<file path="src/rtl/plataform_hole_array.sv">
// ----------------------------------------------------------------------------
// plataform_hole_array
//   Moves N_HOLES independent holes horizontally across one platform row.
//   Each hole is stepped once per movement tick, either bouncing off the row
//   edges (WRAP_MODE=0) or wrapping around them (WRAP_MODE=1). The step size
//   starts at STEP0 and is raised by level_up pulses up to STEP_MAX. A
//   registered pixel query reports whether query_x lies inside any hole.
//
// Ports
//   clk, rst_n    clock, asynchronous active-low reset
//   enable        1 = tick counter runs and holes move; 0 = everything frozen
//   level_up      1-cycle pulse, raises the step size (saturating)
//   query_x       pixel column to test
//   in_hole       registered: previous-cycle query_x is inside any hole
//   hole_start    packed hole start columns, hole i at [i*X_W +: X_W]
//   hole_end      packed hole_start + HOLE_W (combinational)
//   tick          1-cycle pulse in the cycle the holes update
//   step_cur      current step size
// ----------------------------------------------------------------------------

// One hole: position/direction state, next-position logic and hit test.
//   i_upd    advance this hole on this edge
//   i_step   step size used for the advance
//   i_x      query column
//   o_start  registered start column
//   o_end    start + HOLE_W
//   o_hit    i_x lies inside this hole (combinational)
module plataform_hole_lane #(
    parameter int X_W        = 10,
    parameter int SCREEN_W   = 640,
    parameter int HOLE_W     = 30,
    parameter int WRAP_MODE  = 0,
    parameter int INIT_START = 0,
    parameter bit INIT_RIGHT = 1'b1
) (
    input  logic           clk,
    input  logic           rst_n,
    input  logic           i_upd,
    input  logic [2:0]     i_step,
    input  logic [X_W-1:0] i_x,
    output logic [X_W-1:0] o_start,
    output logic [X_W-1:0] o_end,
    output logic           o_hit
);
    // One extra bit so start+step+HOLE_W never overflows in the edge test.
    localparam logic [X_W:0]   C_SCR   = (X_W+1)'(SCREEN_W);
    localparam logic [X_W:0]   C_HOLE  = (X_W+1)'(HOLE_W);
    localparam logic [X_W-1:0] C_RMAX  = X_W'(SCREEN_W - HOLE_W);
    localparam logic [X_W-1:0] C_SCR_X = X_W'(SCREEN_W);
    localparam logic [X_W-1:0] C_HOLEX = X_W'(HOLE_W);

    logic [X_W-1:0] r_start;
    logic           r_right;
    logic [X_W:0]   w_s, w_st;
    logic [X_W-1:0] w_nxt;
    logic           w_nxt_right;
    logic [X_W-1:0] w_end;

    assign w_s  = {1'b0, r_start};
    assign w_st = {{(X_W-2){1'b0}}, i_step};

    always_comb begin
        w_nxt       = r_start;
        w_nxt_right = r_right;
        if (WRAP_MODE != 0) begin
            // Direction never changes in wrap mode; step < SCREEN_W so one
            // correction term is enough.
            if (r_right)
                w_nxt = (w_s + w_st >= C_SCR) ? X_W'(w_s + w_st - C_SCR) : X_W'(w_s + w_st);
            else
                w_nxt = (w_s < w_st) ? X_W'(w_s + C_SCR - w_st) : X_W'(w_s - w_st);
        end else begin
            if (r_right) begin
                if (w_s + w_st + C_HOLE >= C_SCR) begin
                    w_nxt       = C_RMAX;
                    w_nxt_right = 1'b0;
                end else begin
                    w_nxt = X_W'(w_s + w_st);
                end
            end else begin
                // start <= step clamps to 0, so subtraction never underflows.
                if (w_s <= w_st) begin
                    w_nxt       = '0;
                    w_nxt_right = 1'b1;
                end else begin
                    w_nxt = X_W'(w_s - w_st);
                end
            end
        end
    end

    always_ff @(posedge clk or negedge rst_n) begin
        if (!rst_n) begin
            r_start <= X_W'(INIT_START);
            r_right <= INIT_RIGHT;
        end else if (i_upd) begin
            r_start <= w_nxt;
            r_right <= w_nxt_right;
        end
    end

    assign w_end   = r_start + C_HOLEX;
    assign o_start = r_start;
    assign o_end   = w_end;
    // A hole whose end runs past the row edge (wrap mode only) covers
    // [start, SCREEN_W) plus [0, end-SCREEN_W).
    assign o_hit   = (w_end <= C_SCR_X) ? ((i_x >= r_start) && (i_x < w_end))
                                        : ((i_x >= r_start) || (i_x < (w_end - C_SCR_X)));
endmodule

module plataform_hole_array #(
    parameter int N_HOLES   = 2,
    parameter int X_W       = 10,
    parameter int SCREEN_W  = 640,
    parameter int HOLE_W    = 30,
    parameter int TICK_DIV  = 840000,
    parameter int STEP0     = 3,
    parameter int STEP_MAX  = 7,
    parameter int WRAP_MODE = 0
) (
    input  logic                     clk,
    input  logic                     rst_n,
    input  logic                     enable,
    input  logic                     level_up,
    input  logic [X_W-1:0]           query_x,
    output logic                     in_hole,
    output logic [N_HOLES*X_W-1:0]   hole_start,
    output logic [N_HOLES*X_W-1:0]   hole_end,
    output logic                     tick,
    output logic [2:0]               step_cur
);
    localparam int           CNT_W      = (TICK_DIV > 2) ? $clog2(TICK_DIV) : 1;
    localparam logic [CNT_W-1:0] C_LAST = CNT_W'(TICK_DIV - 1);
    localparam logic [2:0]   C_STEP0    = 3'(STEP0);
    localparam logic [2:0]   C_STEP_MAX = 3'(STEP_MAX);

    logic [CNT_W-1:0]   r_cnt;
    logic               r_tick;
    logic [2:0]         r_step;
    logic               r_in_hole;
    logic               w_upd;
    logic [N_HOLES-1:0] w_hit;

    assign w_upd = enable && (r_cnt == C_LAST);

    always_ff @(posedge clk or negedge rst_n) begin
        if (!rst_n) begin
            r_cnt  <= '0;
            r_tick <= 1'b0;
        end else begin
            r_tick <= w_upd;
            if (enable)
                r_cnt <= w_upd ? '0 : r_cnt + 1'b1;
        end
    end

    // Lanes sample r_step before this edge, so a level_up coinciding with
    // an update takes effect from the next tick.
    always_ff @(posedge clk or negedge rst_n) begin
        if (!rst_n)
            r_step <= C_STEP0;
        else if (level_up && (r_step < C_STEP_MAX))
            r_step <= r_step + 3'd1;
    end

    for (genvar gi = 0; gi < N_HOLES; gi++) begin : g_lane
        plataform_hole_lane #(
            .X_W        (X_W),
            .SCREEN_W   (SCREEN_W),
            .HOLE_W     (HOLE_W),
            .WRAP_MODE  (WRAP_MODE),
            .INIT_START (gi * (SCREEN_W / N_HOLES)),
            .INIT_RIGHT ((gi % 2) == 0)
        ) u_lane (
            .clk     (clk),
            .rst_n   (rst_n),
            .i_upd   (w_upd),
            .i_step  (r_step),
            .i_x     (query_x),
            .o_start (hole_start[gi*X_W +: X_W]),
            .o_end   (hole_end[gi*X_W +: X_W]),
            .o_hit   (w_hit[gi])
        );
    end

    always_ff @(posedge clk or negedge rst_n) begin
        if (!rst_n)
            r_in_hole <= 1'b0;
        else
            r_in_hole <= |w_hit;
    end

    assign in_hole  = r_in_hole;
    assign tick     = r_tick;
    assign step_cur = r_step;
endmodule

</file>
<file path="config.mk">
export PLATFORM = sky130hd
export DESIGN_NAME = plataform_hole_array
export DESIGN_NICKNAME = d
export VERILOG_FILES = /design/src/rtl/plataform_hole_array.sv
export SDC_FILE = /design/constraint.sdc
export NUM_CORES = 1
export LEC_CHECK = 0
export BUFFER_PORTS_ARGS = -buffer_cell sky130_fd_sc_hd__buf_2
export CAP_MARGIN = 25
export CORE_MARGIN = 4
export CORE_UTILIZATION = 55
export DETAILED_ROUTE_END_ITERATION = 10
export GPL_TIMING_DRIVEN = 0
export PLACE_DENSITY = 0.8
export RECOVER_POWER = 50
export SLEW_MARGIN = 20
export SYNTH_ARGS = -nofsm -noshare
export SYNTH_HDL_FRONTEND = slang
export SYNTH_SLANG_ARGS = --single-unit
</file>
<file path="constraint.sdc">
create_clock -name clk -period 7.5 [get_ports clk]
set_input_delay 1.5 -clock clk [delete_from_list [all_inputs] [get_ports clk]]
set_output_delay 1.5 -clock clk [all_outputs]
set_load 0.005 [all_outputs]
</file>
==> results of run 1 <==
==> worst max-delay path, cell delays in order <==
cell and delay [ns]:
buf_2 0.10, inv_1 0.09, ha_1 0.23, nand2b_1 0.14
a21o_1 0.17, a21oi_1 0.14, o21ai_1 0.09, a2111oi_0 0.54
o21bai_1 0.16, a21oi_1 0.22, nor3_1 0.07, or4_1 0.52
==> metal layers <==
layer	wire length, um	part of all wire, %	GRT usage (%)
met1	5370	40	34.7
met2	6490	49	45.1
met3	1050	7.9	3.99
met4	457	3.4	10.4
met5	0	0	0
==> how the worst max path moves through the flow <==
stage / startpoint / to / slack (ns) / cells after the start
after floorplan: query_x[0] / in_hole$_DFF_PN0_ / 3.86 / 11
after global placement: query_x[0] / in_hole$_DFF_PN0_ / 3.51 / 12
after detailed placement: query_x[0] / in_hole$_DFF_PN0_ / 3.50 / 12
after CTS: query_x[0] / in_hole$_DFF_PN0_ / 3.80 / 12
after global routing: query_x[0] / in_hole$_DFF_PN0_ / 3.53 / 12
final: query_x[0] / in_hole$_DFF_PN0_ / 3.71 / 12
==> through the flow <==
stage	worst slack (ns)	hold slack, ns	total power, W	utilization, %	std cells
floorplan	3.86	0.451	0.000569	-	561
global placement	3.51	0.471	0.000652	62.4	724
detailed placement	3.50	0.481	0.000669	62.7	725
CTS	3.80	0.504	0.000876	64.1	733
global route	3.53	0.524	0.000937	63.7	733
finish	3.71	0.502	0.000879	63.7	733
==> area by class of cell <==
type,count,area (um^2)
multi-input cells,445,3290
fillers,734,3030
flip-flops and latches,47,1180
repair buffers,59,283
inverters,50,188
well taps,105,131
plain buffers,19,128
clock buffers,5,68.8
clock inverters,3,47.5
==> state kept, by name, summed over array words and instances (netlist names) <==
signal                 flops
g_lane.u_lane.o_start     20
g_lane.u_lane.r_right      2
in_hole                    1
r_cnt                     20
step_cur                   3
tick                       1
==> cells by family (layout without fill, tap and decap cells) <==
family | after synthesis | in the layout | synth area share [%]
simple gates | 166 | 166 | 18.2
flops | 47 | 47 | 24.7
mux | 4 | 4 | 0.889
compound gates | 159 | 159 | 22.4
buf+inv | 69 | 136 | 6.59
fa+ha+maj | 68 | 68 | 18.4
xor+xnor | 48 | 48 | 8.79
==> cell usage after synthesis, types with 4 or more instances <==
| master | number |
|---|---|
| inv_1 | 48 |
| nor3_1 | 16 |
| o21ai_1 | 9 |
| ha_1 | 64 |
| nand4_1 | 9 |
| and3_1 | 7 |
| a211oi_1 | 5 |
| buf_2 | 6 |
| a211o_1 | 5 |
| nand2_1 | 39 |
| clkbuf_1 | 5 |
| nor2_1 | 34 |
| a21o_1 | 11 |
| xnor2_1 | 40 |
| nor2b_1 | 6 |
| fa_1 | 4 |
| dfrtp_1 | 42 |
| o21bai_1 | 7 |
| o21ai_0 | 29 |
| xor2_1 | 8 |
| nor4_1 | 4 |
| o211ai_1 | 5 |
| nand2b_1 | 7 |
| a21oi_1 | 41 |
| o21a_1 | 6 |
| dfstp_2 | 5 |
| a221oi_1 | 4 |
| and4_1 | 4 |
| a31oi_1 | 6 |
| nand3_1 | 20 |
| buf_6 | 5 |
==> power by group through the flow <==
stage                     clock (W)  sequential (W)  combinational (W)
after global placement            0        0.000324           0.000327
final                      0.000206        0.000324           0.000350
after global routing       0.000217        0.000329           0.000390
after CTS                  0.000208        0.000323           0.000345
after detailed placement          0        0.000327           0.000342
after floorplan                   0        0.000317           0.000252
==> impl_metrics.env, run 1 <==
export IMPL_r2r_cells=11
export IMPL_grt_usage_pct=26.8
export IMPL_drc=0
export IMPL_cts_root_buf="clkbuf_8"
export IMPL_ir_worst_vdd_mv=0.0909
export IMPL_p_seq_share_pct=36.8
export IMPL_grt_pass1_wl_um=22100
export IMPL_switchingPower_w=0.000353
export IMPL_yosysTopAreaCell="dfrtp_1"
export IMPL_combPwrFrac_pct=39.8
export IMPL_globalplace_congestion=0.984
export IMPL_synth_area_leaders="dfrtp_1, ha_1, xnor2_1"
export IMPL_ys_seq_area_share_pct=24.7
export IMPL_final_setup_skew_ns=0.0118
export IMPL_synth_area_per_cell_um2=8.53
export IMPL_drv_cap=1
export IMPL_synth_top_area_share_pct=22.0
export IMPL_cts_sinks=47
export IMPL_drt_first_pass_iters=5
export IMPL_power_density_nw_per_um2=165
export IMPL_cts_buffers=5
export IMPL_wl_per_cell_um=18.2
export IMPL_die_area_um2=10300
export IMPL_hold_violations=0
export IMPL_cts_tree="yes"
export IMPL_synthCells=561
export IMPL_fin_area_um2=5320
export IMPL_synth_edf_count=0
export IMPL_hold_depth=1
export IMPL_final_common_cell="ha_1"
export IMPL_clock_path_buffers=2
export IMPL_outcome="complete, but fails checks"
export IMPL_setup_tns_ns=0
export IMPL_io_pins=59
export IMPL_vias=4611
export IMPL_timing_fmax_ghz=0.264
export IMPL_initial_core_util_pct=57.4
export IMPL_crit_arrival_ns=3.99
export IMPL_grt_start_max_net_pins=34
export IMPL_overflow=0
export IMPL_placed_cell_area_um2=5230
export IMPL_syn_to_final_growth_pct=11.1
export IMPL_vias_per_cell=6.29
export IMPL_final_cell_mix="ha_1, buf_2, inv_1"
export IMPL_chipWidth_um=101
export IMPL_cp_end_kind="flop"
export IMPL_synth_cell_types=72
export IMPL_crit_required_ns=7.70
export IMPL_async_reset_ff_share_pct=100
export IMPL_numPortBuffers=58
export IMPL_p_leak_nw=2.46
export IMPL_clockPowerShare_pct=23.4
export IMPL_synth_net_count=643
export IMPL_place_hpwl_um=10500
export IMPL_p_int_w=0.000527
export IMPL_ys_warn_count=0
export IMPL_diodes=0
export IMPL_reg2reg_setup_slack_ns=3.79
export IMPL_violations="capacitance limit, slew limit"
export IMPL_swShare_pct=40.1
export IMPL_rr_endpoint="g_lane[0].u_lane.o_start[4]$_DFFE_PN0P_"
export IMPL_holdPathEnd="r_cnt[16]$_DFFE_PN0P_"
export IMPL_fin_crit_ns=3.79
export IMPL_postCtsHoldBufs=0
export IMPL_tightestPinTransition_ns=1.72
export IMPL_clk_latency_ns=0.31
export IMPL_hp_start="r_cnt[16]$_DFFE_PN0P_"
export IMPL_min_path_type="flop to flop"
export IMPL_cts_resized=0
export IMPL_first_iter_violations=244
export IMPL_ys_ff_latch=47
export IMPL_finalWirelength_um=13400
export IMPL_path_class="primary input to flop"
export IMPL_rows=33
export IMPL_setup_viol=0
export IMPL_rr_startpoint="g_lane[0].u_lane.o_start[1]$_DFFE_PN0P_"
export IMPL_ys_flop_type="dfrtp_1"
export IMPL_netlist_area_um2=4780
export IMPL_slew_headroom_pct=-14.7
export IMPL_nNetsFinal=709
export IMPL_grt_pass1_vias=4580
export IMPL_cts_setup_buffers=0
export IMPL_antenna_left=0
export IMPL_die_h_um=101
export IMPL_drive_gt1_share_pct=15.4
export IMPL_clk_pin_slew_ns=0.11
export IMPL_coreArea_um2=8340
export IMPL_slew_viol_final=34
export IMPL_ctsHtreeMaxLevel=2
export IMPL_rsz0062_at_grt="false"
export IMPL_crit_fanout=2
export IMPL_fin_crit_sh_pct=50.6
export IMPL_antenna_found_initial=0
export IMPL_cp_start_kind="primary input"
Power figures use the tool's default switching activity.
==> inputs of run 2 (changes only) <==
==> constraint.sdc (replaced) <==
create_clock -name clk -period 3.83 [get_ports clk]
set_input_delay 0.766 -clock clk [delete_from_list [all_inputs] [get_ports clk]]
set_output_delay 0.766 -clock clk [all_outputs]
set_load 0.005 [all_outputs]
==> run 2 against run 1 <==
Compared with the run above:
- the flow still finishes with violations (capacitance limit, slew limit)
- die area is the same
- first-iteration DRC count shrank 2.9%
- sequential share of layout area is essentially flat
==> impl_metrics.env, run 2 (synthesis results as in run 1) <==
export IMPL_p_leak_nw=2.46
export IMPL_fillers=731
export IMPL_drt_first_pass_iters=5
export IMPL_hold_violations=0
export IMPL_first_iter_violations=237
export IMPL_cts_buffers=5
export IMPL_violations="capacitance limit, slew limit"
export IMPL_switchingPower_w=0.000688
export IMPL_die_h_um=101
export IMPL_tightestPinTransition_ns=1.71
export IMPL_final_common_cell="ha_1"
export IMPL_max_stage_delay_ns=0.66
export IMPL_numPortBuffers=58
export IMPL_initial_core_util_pct=57.4
export IMPL_postCtsHoldBufs=0
export IMPL_clockPowerShare_pct=23.3
export IMPL_grt_start_max_net_pins=34
export IMPL_cts_sinks=47
export IMPL_cp_start_kind="flop"
export IMPL_vias_per_cell=6.28
export IMPL_coreArea_um2=8340
export IMPL_clk_pin_slew_ns=0.11
export IMPL_path_class="flop to flop"
export IMPL_rows=33
export IMPL_slew_headroom_pct=-14.1
export IMPL_min_path_type="flop to flop"
export IMPL_crit_arrival_ns=3.81
export IMPL_cts_root_buf="clkbuf_8"
export IMPL_timing_fmax_ghz=0.280
export IMPL_antenna_left=0
export IMPL_drive_gt1_share_pct=15.8
export IMPL_vias=4604
export IMPL_setup_viol=0
export IMPL_ctsHtreeMaxLevel=2
export IMPL_cp_end_kind="flop"
export IMPL_crit_buf_inv=1
export IMPL_clk_latency_ns=0.31
export IMPL_clock_path_buffers=2
export IMPL_cp_cell_sequence="ha_1, inv_1, fa_1, xnor2_1, ha_1, nand4_1, o211ai_1, mux2_2, a21oi_2, nand3b_2, or3_1, o211ai_1"
export IMPL_overflow=0
export IMPL_slew_viol_final=34
export IMPL_cts_tree="yes"
export IMPL_rsz0062_at_grt="false"
export IMPL_io_pins=59
export IMPL_cts_setup_buffers=0
export IMPL_setup_tns_ns=0
export IMPL_place_hpwl_um=10500
export IMPL_setup_slack_ns=0.258
export IMPL_timing_hold_ws_ns=0.502
export IMPL_chipWidth_um=101
export IMPL_nNetsFinal=709
export IMPL_outcome="complete, but fails checks"
export IMPL_finalWirelength_um=13400
export IMPL_wl_per_cell_um=18.2
export IMPL_final_cell_mix="ha_1, buf_2, inv_1"
export IMPL_cts_resized=0
export IMPL_grt_pass1_wl_um=22100
export IMPL_antenna_found_initial=0
export IMPL_power_density_nw_per_um2=324
export IMPL_diodes=0
export IMPL_grt_pass1_vias=4580
export IMPL_crit_required_ns=4.07
export IMPL_die_area_um2=10300
export IMPL_drc=0
export IMPL_final_setup_skew_ns=0.0113
export IMPL_ir_worst_vdd_mv=0.176
export IMPL_swShare_pct=40.0
export IMPL_p_seq_share_pct=36.8
export IMPL_syn_to_final_growth_pct=11.2
export IMPL_grt_usage_pct=26.8
export IMPL_fin_crit_ns=3.57
export IMPL_fin_crit_sh_pct=93.3
export IMPL_p_int_w=0.00103
export IMPL_pre_cts_ws_ns=0.251
export IMPL_critical_path_top_delay_family="adder cells"
export IMPL_drv_cap=1
export IMPL_combPwrFrac_pct=39.9
export IMPL_crit_slowest_cell="dfstp_2"
export IMPL_globalplace_congestion=0.984
export IMPL_crit_fanout=10
-- run 2: worst register-to-register path: stages (launching register included) --
cell	delay, ns
dfstp_2	0.66
ha_1	0.21
inv_1	0.06
fa_1	0.41
xnor2_1	0.33
ha_1	0.25
nand4_1	0.10
o211ai_1	0.19
mux2_2	0.39
a21oi_2	0.17
nand3b_2	0.22
or3_1	0.40
o211ai_1	0.11
-- run 2: through the flow --
stage          cells  util (%)  total power [W]  instance area (um^2)
6_report         733      63.8          0.00172                  5320
4_1_cts          733      64.1          0.00172                  5340
2_1_floorplan    561         -          0.00111                  4780
5_1_grt          733      63.8          0.00184                  5320
3_5_place_dp     725      62.7          0.00131                  5230
3_3_place_gp     724      62.4          0.00128                  5210
-- run 2: path summary, 6_finish.rpt --
| path | cells past startpoint | to | slack (ns) | start |
|---|---|---|---|---|
| max | 12 | g_lane[1].u_lane.o_start[8]$_DFFE_PN1P_ | 0.26 | step_cur[0]$_DFFE_PN1P_ |
| min | 1 | r_cnt[16]$_DFFE_PN0P_ | 0.50 | r_cnt[16]$_DFFE_PN0P_ |
| max reg2reg | 12 | g_lane[1].u_lane.o_start[8]$_DFFE_PN1P_ | 0.26 | step_cur[0]$_DFFE_PN1P_ |
| min reg2reg | 1 | r_cnt[16]$_DFFE_PN0P_ | 0.50 | r_cnt[16]$_DFFE_PN0P_ |
| max in group asynchronous | 2 | r_cnt[9]$_DFFE_PN0P_ | 1.14 | rst_n |
| min in group asynchronous | 1 | g_lane[0].u_lane.o_start[5]$_DFFE_PN0P_ | 0.57 | rst_n |
-- run 2: power groups by stage --
stage / sequential (W) / clock (W) / combinational [W]
2_1_floorplan: 0.000620 / 0 / 0.000494
3_3_place_gp: 0.000635 / 0 / 0.000641
3_5_place_dp: 0.000640 / 0 / 0.000669
4_1_cts: 0.000633 / 0.000408 / 0.000676
5_1_grt: 0.000645 / 0.000426 / 0.000767
6_report: 0.000633 / 0.000402 / 0.000686
-- run 2: final cells by class --
cell class | instances | area [um^2] | share of cell area (%)
Sequential cell | 47 | 1180 | 22.2
Buffer | 19 | 128 | 2.40
Multi-Input combinational cell | 445 | 3290 | 61.9
Inverter | 50 | 188 | 3.53
Clock buffer | 5 | 68.8 | 1.29
Clock inverter | 3 | 47.5 | 0.894
Timing Repair Buffer | 59 | 284 | 5.34
Tap cell | 105 | 131 | 2.47
-- run 2: metal layers --
metal / vias up / track usage [%] / wire [um] / part of all wire, %
li1: 2146 / - / - / -
met1: 2237 / 34.7 / 5440 / 41
met2: 182 / 45.1 / 6490 / 49
met3: 39 / 3.99 / 998 / 7.5
met4: 0 / 10.4 / 427 / 3.2
met5: - / 0 / 0 / 0
